<file path="config.mk">
export PLATFORM = sky130hd
export DESIGN_NAME = hex_display_scan
export DESIGN_NICKNAME = d
export VERILOG_FILES = /design/src/rtl/hex_display_scan.sv
export SDC_FILE = /design/constraint.sdc
export NUM_CORES = 1
export LEC_CHECK = 0
export ABC_AREA = 1
export ABC_CLOCK_PERIOD_IN_PS = 1900
export CAP_MARGIN = 15
export CELL_PAD_IN_SITES_DETAIL_PLACEMENT = 1
export CELL_PAD_IN_SITES_GLOBAL_PLACEMENT = 2
export CORE_ASPECT_RATIO = 0.7
export CORE_MARGIN = 3
export CORE_UTILIZATION = 28
export DETAILED_ROUTE_END_ITERATION = 12
export GPL_ROUTABILITY_DRIVEN = 0
export PLACE_DENSITY = 0.79
export SYNTH_ARGS = -nofsm -noshare
export SYNTH_HDL_FRONTEND = slang
export SYNTH_SLANG_ARGS = --single-unit
</file>
<file path="constraint.sdc">
create_clock -name clk -period 1.9 [get_ports clk]
set_input_delay 0.475 -clock clk [delete_from_list [all_inputs] [get_ports clk]]
set_output_delay 0.475 -clock clk [all_outputs]
set_load 0.01 [all_outputs]
</file>
<file path="src/rtl/hex_display_scan.sv">
// rtl/hex_display_scan.sv - multiplexed hex 7-segment scanner with buffered updates, PWM, blink and zero blanking
module hex_display_scan #(
    parameter int DIGITS       = 4,
    parameter int SCAN_DIV     = 256,
    parameter int BLINK_FRAMES = 64
) (
    input  logic                  clk,
    input  logic                  rst_n,
    input  logic                  load,
    input  logic [4*DIGITS-1:0]   in_val,
    input  logic [DIGITS-1:0]     in_dot,
    input  logic [DIGITS-1:0]     in_blink,
    input  logic                  blank_lz,
    input  logic [3:0]            bright,
    output logic [6:0]            seg,
    output logic                  dp,
    output logic [DIGITS-1:0]     an,
    output logic                  frame_done,
    output logic                  upd_ack
);

    localparam int DW = $clog2(SCAN_DIV);
    localparam int IW = (DIGITS > 1) ? $clog2(DIGITS) : 1;
    localparam int FW = (BLINK_FRAMES > 1) ? $clog2(BLINK_FRAMES) : 1;

    logic [DW-1:0]         r_div_cnt;
    logic [IW-1:0]         r_idx;
    logic [FW-1:0]         r_frame_cnt;
    logic                  r_blink_phase;

    logic [4*DIGITS-1:0]   r_sh_val, r_act_val;
    logic [DIGITS-1:0]     r_sh_dot, r_act_dot;
    logic [DIGITS-1:0]     r_sh_blink, r_act_blink;
    logic                  r_sh_lz, r_act_lz;
    logic                  r_pending;

    logic                  w_slot_end;
    logic                  w_boundary;
    logic [3:0]            w_phase;
    logic [3:0]            w_nib;
    logic                  w_dot;
    logic                  w_blink;
    logic                  w_lz;
    logic                  w_zero_run;
    logic [DIGITS-1:0]     w_lz_mask;
    logic                  w_visible;

    function automatic logic [6:0] hex7(input logic [3:0] n);
        case (n)
            4'h0: hex7 = 7'h40;  4'h1: hex7 = 7'h79;  4'h2: hex7 = 7'h24;  4'h3: hex7 = 7'h30;
            4'h4: hex7 = 7'h19;  4'h5: hex7 = 7'h12;  4'h6: hex7 = 7'h02;  4'h7: hex7 = 7'h78;
            4'h8: hex7 = 7'h00;  4'h9: hex7 = 7'h10;  4'hA: hex7 = 7'h08;  4'hB: hex7 = 7'h03;
            4'hC: hex7 = 7'h46;  4'hD: hex7 = 7'h21;  4'hE: hex7 = 7'h06;  default: hex7 = 7'h0E;
        endcase
    endfunction

    assign w_slot_end = (r_div_cnt == DW'(SCAN_DIV - 1));
    assign w_boundary = w_slot_end && (r_idx == IW'(DIGITS - 1));
    assign w_phase    = r_div_cnt[DW-1 -: 4];

    // A digit is blanked when it and every digit to its left are zero; digit 0 always stays.
    always_comb begin
        w_zero_run = 1'b1;
        w_lz_mask  = '0;
        for (int k = DIGITS - 1; k >= 0; k--) begin
            w_zero_run = w_zero_run && (r_act_val[4*k +: 4] == 4'h0);
            if (k > 0) w_lz_mask[k] = w_zero_run;
        end
    end

    always_comb begin
        w_nib   = '0;
        w_dot   = 1'b0;
        w_blink = 1'b0;
        w_lz    = 1'b0;
        for (int k = 0; k < DIGITS; k++) begin
            if (r_idx == IW'(k)) begin
                w_nib   = r_act_val[4*k +: 4];
                w_dot   = r_act_dot[k];
                w_blink = r_act_blink[k];
                w_lz    = w_lz_mask[k];
            end
        end
    end

    assign w_visible = (w_phase <= bright) && !(w_blink && r_blink_phase) && !(r_act_lz && w_lz);

    always_ff @(posedge clk) begin
        if (!rst_n) begin
            r_div_cnt     <= '0;
            r_idx         <= '0;
            r_frame_cnt   <= '0;
            r_blink_phase <= 1'b0;
            r_sh_val      <= '0;
            r_sh_dot      <= '0;
            r_sh_blink    <= '0;
            r_sh_lz       <= 1'b0;
            r_act_val     <= '0;
            r_act_dot     <= '0;
            r_act_blink   <= '0;
            r_act_lz      <= 1'b0;
            r_pending     <= 1'b0;
            seg           <= 7'h7F;
            dp            <= 1'b1;
            an            <= '1;
            frame_done    <= 1'b0;
            upd_ack       <= 1'b0;
        end else begin
            r_div_cnt  <= r_div_cnt + 1'b1;
            if (w_slot_end) r_idx <= w_boundary ? '0 : r_idx + 1'b1;
            frame_done <= w_boundary;
            upd_ack    <= w_boundary && r_pending;

            if (w_boundary) begin
                if (r_frame_cnt == FW'(BLINK_FRAMES - 1)) begin
                    r_frame_cnt   <= '0;
                    r_blink_phase <= ~r_blink_phase;
                end else begin
                    r_frame_cnt <= r_frame_cnt + 1'b1;
                end
            end

            if (w_boundary && r_pending) begin
                r_act_val   <= r_sh_val;
                r_act_dot   <= r_sh_dot;
                r_act_blink <= r_sh_blink;
                r_act_lz    <= r_sh_lz;
                r_pending   <= 1'b0;
            end

            // A load on the boundary edge overrides the pending clear so it lands next frame.
            if (load) begin
                r_sh_val   <= in_val;
                r_sh_dot   <= in_dot;
                r_sh_blink <= in_blink;
                r_sh_lz    <= blank_lz;
                r_pending  <= 1'b1;
            end

            if (w_visible) begin
                an  <= ~(DIGITS'(1) << r_idx);
                seg <= hex7(w_nib);
                dp  <= ~w_dot;
            end else begin
                an  <= '1;
                seg <= 7'h7F;
                dp  <= 1'b1;
            end
        end
    end

endmodule

</file>
==> impl_results.rst <==
.. list-table::
   :header-rows: 1

   * - Metric
     - Value
   * - Number of placed instances with taps included
     - 703
   * - Fin Setup TNS
     - 0 ns
   * - Wire length per cell after detailed routing
     - 14.0 um
   * - I/O pin count
     - 46
   * - Number of maximum-capacitance violations
     - 0
   * - Startpoint types
     - flip-flop
   * - Fin crit share
     - between 90% and 100%
   * - Number of max-slew violations in the final report
     - 0
   * - Number of global-route vias before repair
     - 3,417
   * - Pwr/cell area
     - roughly 760 nW/um2
   * - Synth-to-Final Area Change
     - 34.0%
   * - Fraction of layout instances using a drive strength above 1
     - 13.7%
   * - Startpoint of the lowest-slack hold path
     - r_div_cnt[0]
   * - Total global routing overflow
     - 0
   * - Overall Power
     - 3.67 mW
   * - Setup Viol. Count Final
     - 0
   * - Achievable frequency
     - about 560 MHz
   * - Gate count after technology mapping
     - 491
   * - Total die area
     - between 10,000 and 15,000 um2
   * - Aggregate global-route resource usage
     - 14.6%
   * - Data required time of the critical path
     - 2.12 ns
   * - CP max stage delay
     - 0.36 ns
   * - Number of cells on the worst hold path
     - 1
   * - Core footprint
     - ~12,000 um2
   * - Headroom to the max-slew limit
     - 70.1%
   * - Highest-delay cell along the critical path
     - dfxtp_4
   * - Worst Hold Endpoint
     - r_div_cnt[0]
   * - Critical path, cell by cell
     - buf_4, ha_4, a21oi_1, nand2_2, nand2_4, inv_1, ha_1, nand3_1, nand2_1, nand2_1, nand3_1
   * - Filler Cells Inserted
     - 1,476
   * - Type of the worst setup path
     - reg2reg
   * - Sequential Area
     - about 1600 um2
   * - Delay-heaviest family, CP
     - simple AND/OR/NAND/NOR gates
   * - Clk Tree Root Cell
     - clkbuf_16
   * - Clock latency of the later-clocked register in the worst-skew pair
     - 0.34 ns
   * - Maximum root-to-sink buffer count
     - 2
   * - Detailed Route Iter0 Violations
     - 141
   * - Busiest grt layer
     - met2
   * - Final standard cell count with taps included and fillers excluded
     - about 720
   * - Pin count of the biggest net entering global routing
     - 27
   * - Global-route wire length before repair
     - between 15 and 20 mm
   * - Post-route clock skew
     - 0.00860 ns
   * - Global routing usage on met2
     - 22.1%
   * - Critical path endpoint category
     - flip-flop
   * - Sequential cell area fraction in the yosys report
     - 45.7%
   * - Setup slack on the worst flop-to-flop path
     - 0.11 ns
   * - Maximum VDD drop
     - 0.472 mV
   * - Initial antenna violation count
     - 0
   * - Clock period minus final worst setup slack
     - 1.79 ns
   * - Number of buffers created by CTS
     - 9
   * - Data arrival time of the critical path
     - 2.01 ns
   * - Summed instance area of the synthesized netlist
     - 3590 um2
   * - Net count after synthesis
     - 539
   * - WP buf/inv
     - 2
   * - Avg Vias per Cell
     - approximately 4.6
   * - Clock transition at the registers of the reported paths
     - 0.06 ns
   * - Post-route DRC violation count
     - 0
   * - Register-to-Register Path Depth
     - 11
   * - Die outline width
     - around 140 um
   * - Cell Rows
     - 33
   * - Final nets
     - 607
   * - Synth unique cells
     - 23
   * - Number of antenna diodes
     - 0
   * - CTS sink count
     - 82
   * - Average cell area after synthesis
     - 7.31 um2
   * - Post-route ant nets
     - 0
   * - Static power due to leakage
     - 1.94 nW
   * - Run status
     - complete, no violations
   * - Met1 Resource Use GR
     - between 20 and 25%
   * - H-tree levels
     - 3
   * - Via total after detailed routing
     - about 3,300
   * - Share of the core filled with cells in the final layout
     - about two fifths
   * - Clock tree from TritonCTS
     - done
   * - Startpoint of the worst-slack reg-to-reg timing path
     - r_idx[1]
   * - Initial core utilization
     - 29.7%
   * - Chip height
     - 101 um
   * - Hold Fails Final Rpt
     - 0
   * - Yosys Warn Count
     - 0
   * - Pin slew with the least headroom to its limit
     - around 0.45 ns
   * - Post-Route WL
     - around 10 mm
   * - GRT met3 Usage
     - 3.89%
   * - Highest net fanout along the worst path
     - 8
   * - Classification of the worst-slack hold path
     - reg2reg
   * - Total area of multi-input combinational cells
     - 1800 um2
   * - RR Endpoint
     - seg[3]
   * - Number of detailed-route iterations in the first pass
     - 4
   * - Synthesized flop and latch total
     - 82
   * - DP HPWL
     - approximately 7.1 mm
   * - Input/output buffers
     - 45
[sequential cells by signal, summed over array words and instances (netlist names), 6 cells and up]
name,flops
r_div_cnt,8
r_frame_cnt,6
r_act_val,16
seg,7
r_sh_val,16
[synth_stat cells (all sizes together)]
| cell | number | share of area, % |
|---|---|---|
| dfxtp | 82 | 46 |
| xor2 | 5 | 1.2 |
| nor3 | 5 | 1.0 |
| ha | 16 | 5.6 |
| nor2 | 70 | 7.8 |
| nand3 | 34 | 4.9 |
| nand2 | 134 | 14 |
| o21ai | 32 | 4.5 |
| inv | 40 | 4.2 |
| clkbuf | 11 | 1.2 |
| or2 | 1 | 0.17 |
| a21oi | 47 | 6.6 |
| buf | 9 | 2.3 |
| nand4 | 2 | 0.35 |
| a21boi | 1 | 0.21 |
| nand3b | 2 | 0.42 |
[cell usage in the layout (no fill, tap or decap)]
cell,count
a21boi_1,1
a21oi_1,46
a21oi_2,1
buf_12,3
buf_4,27
buf_6,2
clkbuf_1,1
clkbuf_16,9
clkdlybuf4s50_1,45
clkinv_4,1
clkinvlp_4,3
dfxtp_1,80
dfxtp_4,2
ha_1,8
ha_2,1
ha_4,7
inv_1,33
inv_2,5
inv_4,2
inv_6,2
nand2_1,130
nand2_2,3
nand2_4,1
nand3_1,32
nand3_2,2
nand3b_1,2
nand4_1,2
nor2_1,66
nor2_2,1
nor2_4,3
nor3_1,4
nor3_4,1
o21ai_0,32
or2_2,1
xor2_1,5
[metal layers]
metal	part of all wire, %	up-vias
li1	-	1702
met1	53	1537
met2	42	52
met3	3.8	11
met4	1.1	0
met5	0	-
[power by group]
group	total (mW)	switching, mW	internal (mW)
clock network	1.64	0.747	0.897
registers	1.79	0.0240	1.77
logic	0.229	0.108	0.122
[kinds of logic after synthesis]
group	synth area share, %
adders and majority gates	5.58
buffers and inverters	7.60
xor gates and xnor gates	1.22
and+or+nand+nor	28.7
DFF	45.7
AOI/OAI and AO/OA	11.2
[how the worst max path moves through the flow]
stage,from,to,slack [ns],cells after the start
floorplan,r_idx[0],seg[3],0.01,12
global placement,bright[1],seg[1],-0.24,12
detailed placement,bright[1],seg[0],-0.33,12
CTS,r_idx[1],seg[3],0.01,13
global route,r_idx[0],seg[3],-0.004,12
finish,r_idx[1],seg[3],0.11,11
[layout make-up]
cell class,count,share of cell area [%]
Inverter,40,3.22
Clock inverter,6,1.01
Timing Repair Buffer,77,15.3
Sequential cell,82,34.3
Tap cell,157,4.08
Multi-Input combinational cell,349,37.3
Clock buffer,10,4.76
[repair_timing]
item                       CTS  global route
hold buffers                 0             0
setup endpoints to repair    7            12
gates resized for setup     11            23
gates cloned                 0             1
buffers inserted             0             1
pin swaps                    0             2
[worst reg2reg max path, delay by kind of cell, from the launching register on]
family,cells,cell delay [ns]
AOI/OAI and AO/OA,1,0.18
buffers and inverters,2,0.23
adders and majority gates,2,0.41
and+or+nand+nor,6,0.50
DFF,1,0.36
[stage by stage]
step	hold WS [ns]	cell area [um2]	setup WS, ns
5_1_grt	0.483	4810	-0.00375
4_1_cts	0.449	4680	0.0130
3_3_place_gp	0.431	4380	-0.244
6_report	0.443	4810	0.108
2_1_floorplan	0.418	3590	0.0148
3_5_place_dp	0.438	4380	-0.326
(Power assumes the default switching activity.)
